==> config.mk <==
export PLATFORM = sky130hd
export DESIGN_NAME = div_issue_ctrl
export DESIGN_NICKNAME = d
export VERILOG_FILES = /design/src/rtl/div_pkg.sv /design/src/rtl/div_issue_ctrl.sv
export SDC_FILE = /design/constraint.sdc
export NUM_CORES = 1
export LEC_CHECK = 0
export CAP_MARGIN = 5
export CORE_UTILIZATION = 40
export CTS_CLUSTER_DIAMETER = 100
export CTS_CLUSTER_SIZE = 20
export DETAILED_ROUTE_END_ITERATION = 16
export GPL_TIMING_DRIVEN = 0
export PLACE_DENSITY_LB_ADDON = 0.25
export SLEW_MARGIN = 20
export SYNTH_ARGS = -nofsm -noshare
export SYNTH_HDL_FRONTEND = slang
export SYNTH_SLANG_ARGS = --single-unit
==> constraint.sdc <==
create_clock -name clk -period 5.6 [get_ports clk]
set_input_delay 0.56 -clock clk [delete_from_list [all_inputs] [get_ports clk]]
set_output_delay 0.56 -clock clk [all_outputs]
set_load 0.03 [all_outputs]
==> src/rtl/div_pkg.sv <==
// Shared widths, run length, state encoding and saturation value for the
// divider issue controller.
package div_pkg;
   localparam int A_WIDTH    = 21;
   localparam int B_WIDTH    = 13;
   localparam int Q_WIDTH    = 8;
   localparam int RUN_CYCLES = A_WIDTH + 5;
   localparam int CNT_WIDTH  = $clog2(RUN_CYCLES + 1);

   localparam logic [Q_WIDTH-1:0] Q_SAT = {Q_WIDTH{1'b1}};

   typedef enum logic [1:0] {
      ST_IDLE = 2'd0,
      ST_LOAD = 2'd1,
      ST_RUN  = 2'd2,
      ST_DONE = 2'd3
   } state_e;
endpackage

==> src/rtl/div_issue_ctrl.sv <==
// Request/response front end for the sequential divider core: latches operands,
// loads and runs the core for a fixed count, resolves dz/overflow up front.
module div_issue_ctrl
   import div_pkg::*;
(
   input  logic               clk,
   input  logic               rst,
   input  logic               in_valid,
   output logic               in_ready,
   input  logic [A_WIDTH-1:0] in_dividend,
   input  logic [B_WIDTH-1:0] in_divisor,
   output logic               out_valid,
   input  logic               out_ready,
   output logic [Q_WIDTH-1:0] out_quotient,
   output logic               out_dz,
   output logic               out_ovf,
   output logic               core_rst,
   output logic               core_en,
   output logic [A_WIDTH-1:0] core_dividend,
   output logic [B_WIDTH-1:0] core_divisor,
   input  logic [Q_WIDTH-1:0] core_quotient,
   output logic [1:0]         dbg_state
);

   // Handshakes: a transfer happens on a rising edge where valid and ready are
   // both high; valid and its payload stay stable until that edge.

   state_e               state_q, state_d;
   logic [CNT_WIDTH-1:0] cnt_q, cnt_d;
   logic [Q_WIDTH-1:0]   quot_q, quot_d;
   logic                 dz_q, dz_d;
   logic                 ovf_q, ovf_d;
   logic                 valid_q, valid_d;
   logic [A_WIDTH-1:0]   dividend_q, dividend_d;
   logic [B_WIDTH-1:0]   divisor_q, divisor_d;
   logic [B_WIDTH-1:0]   dividend_hi;

   // Quotient overflows exactly when dividend / 2**Q_WIDTH >= divisor.
   assign dividend_hi = in_dividend[A_WIDTH-1:Q_WIDTH];

   always_comb begin
      state_d    = state_q;
      cnt_d      = cnt_q;
      quot_d     = quot_q;
      dz_d       = dz_q;
      ovf_d      = ovf_q;
      valid_d    = valid_q;
      dividend_d = dividend_q;
      divisor_d  = divisor_q;
      case (state_q)
         ST_IDLE: begin
            if (in_valid) begin
               dividend_d = in_dividend;
               divisor_d  = in_divisor;
               if (in_divisor == '0) begin
                  quot_d  = Q_SAT;
                  dz_d    = 1'b1;
                  ovf_d   = 1'b0;
                  valid_d = 1'b1;
                  state_d = ST_DONE;
               end else if (dividend_hi >= in_divisor) begin
                  quot_d  = Q_SAT;
                  dz_d    = 1'b0;
                  ovf_d   = 1'b1;
                  valid_d = 1'b1;
                  state_d = ST_DONE;
               end else begin
                  state_d = ST_LOAD;
               end
            end
         end
         ST_LOAD: begin
            cnt_d   = '0;
            state_d = ST_RUN;
         end
         ST_RUN: begin
            cnt_d = cnt_q + CNT_WIDTH'(1);
            // The core result is only settled on the last enabled cycle.
            if (cnt_q == CNT_WIDTH'(RUN_CYCLES - 1)) begin
               quot_d  = core_quotient;
               dz_d    = 1'b0;
               ovf_d   = 1'b0;
               valid_d = 1'b1;
               state_d = ST_DONE;
            end
         end
         ST_DONE: begin
            if (out_ready) begin
               valid_d = 1'b0;
               state_d = ST_IDLE;
            end
         end
         default: state_d = ST_IDLE;
      endcase
   end

   always_ff @(posedge clk) begin
      if (rst) begin
         state_q    <= ST_IDLE;
         cnt_q      <= '0;
         quot_q     <= '0;
         dz_q       <= 1'b0;
         ovf_q      <= 1'b0;
         valid_q    <= 1'b0;
         dividend_q <= '0;
         divisor_q  <= '0;
      end else begin
         state_q    <= state_d;
         cnt_q      <= cnt_d;
         quot_q     <= quot_d;
         dz_q       <= dz_d;
         ovf_q      <= ovf_d;
         valid_q    <= valid_d;
         dividend_q <= dividend_d;
         divisor_q  <= divisor_d;
      end
   end

   assign in_ready      = (state_q == ST_IDLE);
   assign core_rst      = rst | (state_q == ST_IDLE) | (state_q == ST_LOAD);
   assign core_en       = (state_q == ST_RUN);
   assign out_valid     = valid_q;
   assign out_quotient  = quot_q;
   assign out_dz        = dz_q;
   assign out_ovf       = ovf_q;
   assign core_dividend = dividend_q;
   assign core_divisor  = divisor_q;
   assign dbg_state     = state_q;

endmodule
==> flow_summary.ini <==
[setup_path]
cpPeakStageDelay_ps = 660
worst-path-buf-inv = 3
path_cells = clkdlybuf4s50_1 -> clkbuf_1 -> or3_1 -> clkdlybuf4s50_1
end_kind = output pin
cp-start-kind = primary input
required_ps = 5040
critPathTopFamily = buffers and inverters
cp.arrival_ps = 2260
critical_path.most_common_cell = clkdlybuf4s50_1
cp_max_fo = 10
cp_slowest_cell = clkdlybuf4s50_1
path_class = primary input to output pin

[finish]
antenna_cells = 0
syn_to_final_growth_pct = 43.0
nets = 509
drive_above_1_share_pct = 4.94
n_fill_cell = 590

[timing]
fin_crit_ps = 2820
slew_violations = 0
rsz0062_at_grt = false
finalCritPeriodShare_pct = 50.4
slew_headroom_pct = 64.9
whs_ps = 457
final_hold_viol_count = 0
fin_setup_tns_ps = 0
fmax_mhz = 354
setup_violations = 0
clock_skew_ps = 5.06
worst_pin_slew_ps = 527
timing.final.ws_setup_ps = 2780

[drt]
wl_per_cell_um = 14.2
drtAntennaViolNets = 0
drt_pass1_iterations = 11
drtIter0Drc = 128
wirelength_mm = 7.43
num_vias = 2706
route.detailed.drc = 8
avgViaCountPerCell = 5.18

[logic_synthesis]
synthTopCellsByArea = dfxtp_1 (39%), nand2_1 (10%), ha_1 (8.9%)
syn_nets = 407
avgSynthCellArea_um2 = 7.85
synth_top_family_by_area = simple AND/OR/NAND/NOR gates
ys_types = 44
synth_seq_area_share_pct = 38.8
synth_edf_count = 0
synth_top_area_cell = dfxtp_1
synth_top_area_share_pct = 38.8
synthFlopType = dfxtp_1
synthArstFlopShare_pct = 0
synth_area_um2 = 2690
synth_warnings = 0
ys_seq_elements = 52
yosys.area_share.simple_pct = 27.9
synthXorXnorAreaFrac_pct = 0.979
synth.most_common_cell = nand2_1
synth_compound_area_share_pct = 16.4
yosys-mux-area-fraction_pct = 0
ys_top_cells_by_count = nand2_1 (74), dfxtp_1 (52), a21oi_1 (38), ha_1 (19), inv_1 (19)
synthCells = 342
synthAdderAreaFrac_pct = 8.85

[floorplanning]
ioPinCount = 96
die_area_um2 = 7040
start_util_pct = 41.8
die-height_um = 83.9
core.rowCount = 29
core_area_um2 = 6420
die_w_um = 83.9

[pwr]
peakVddDrop_v = 0.000175
powerDensity_nw_per_um2 = 413
p_leak_uw = 0.00156

[grt]
antenna_found_initial = 0
grt_pass1_vias = 2660
grt_max_degree = 16
grt_remaining_overflow = 0
grtUsageTotal_pct = 21.9
grt_pass1_wl_mm = 12.3

[clocking]
cts_root_buf = clkbuf_8
cts_setup_buffers = 0
clock_latency_ps = 310
clk_pin_slew_ps = 90
cts_buffers = 5
clock_path_buffers = 2
cts_sinks = 52
ctsHtreeMaxLevel = 2
cts_tree = built
post_cts_resized = 0
ctsHoldBuffers = 0

[status]
violations = DRC
status = complete, but fails checks

[placed_design]
place_congestion = 0.773
post-place-ws_ps = 2780
port_buffers = 95
hpwl_mm = 5.64

[flow_run]
maxCapViolations = 0

[hold_path]
min_path_type = flop to flop
==> through the flow <==
| step | power, µW | instance area [µm²] | utilization [%] | cells |
|---|---|---|---|---|
| after global placement | 1320 | 3730 | 58.1 | 514 |
| final | 1580 | 3840 | 59.8 | 522 |
| after global routing | 1680 | 3840 | 59.8 | 522 |
| after CTS | 1590 | 3840 | 59.8 | 522 |
| after detailed placement | 1340 | 3730 | 58.1 | 514 |
| after floorplan | 1040 | 2690 | - | 342 |
==> worst paths after layout <==
path | from | end | slack (ps) | cells after the start
worst min register to register | core_dividend[0] | core_dividend[0] | 460 | 2
worst max register to register | dbg_state[1] | out_quotient[2] | 3590 | 9
worst min-delay path | core_dividend[0] | core_dividend[0] | 460 | 2
worst max-delay path | rst | core_rst | 2780 | 4
==> power by group <==
group | switching (µW) | leakage [µW] | internal [µW]
clock network | 122 | 0.0000552 | 133
logic | 499 | 0.00108 | 343
registers | 41.9 | 0.000427 | 446
total | 663 | 0.00156 | 921
==> layer usage <==
| layer | up-vias | GRT usage, % | wire length, µm |
|---|---|---|---|
| met5 | - | 0 | 0 |
| met4 | 0 | 9.56 | 159 |
| met3 | 13 | 4.95 | 435 |
| met2 | 83 | 37.7 | 3590 |
| met1 | 1232 | 25.9 | 3250 |
| li1 | 1378 | - | - |
==> sequential cells by signal, indices dropped and copies added, names as in the netlist <==
register	flops
core_divisor	13
out_dz	1
out_valid	1
out_ovf	1
out_quotient	8
dbg_state	2
core_dividend	21
cnt_q	5
==> cells in the final DEF, fill, tap and decap left out, types with 2 or more instances in the layout <==
cell	instances
nand2b_1	3
and4_1	2
a22oi_1	8
nor2b_1	9
and2_1	3
nand4_1	14
a21oi_1	38
nand2_1	74
nand3_1	11
o21ai_0	11
buf_2	4
nor2_1	16
a21o_1	2
dfxtp_1	52
o311a_1	2
nor3_1	11
clkdlybuf4s50_1	95
clkbuf_8	5
nor4_1	2
clkbuf_1	16
buf_6	2
xor2_1	3
inv_1	19
ha_1	19
==> cell families (layout without fill, tap and decap cells) <==
| group | Yosys count | in the layout |
|---|---|---|
| buf+inv | 42 | 145 |
| compound gates | 72 | 72 |
| simple gates | 154 | 154 |
| flops | 52 | 52 |
| fa+ha+maj | 19 | 19 |
| xor+xnor | 3 | 3 |
==> cell type report <==
cell class              instances  area, µm²  area share, %
multi-input cells             248       1450           37.9
flip-flops and latches         52       1040           27.1
repair buffers                 95        951           24.8
plain buffers                  23        119           3.10
well taps                      77       96.3           2.51
clock buffers                   6       72.6           1.89
inverters                      19       71.3           1.86
clock inverters                 2       35.0          0.912
==> worst register-to-register path: cells and delay by family (launching register included) <==
kind	cells	cell delay, ps
simple gates	3	520
flops	1	420
compound gates	2	410
fa+ha+maj	1	200
buf+inv	3	400
(Power assumes the default switching activity.)
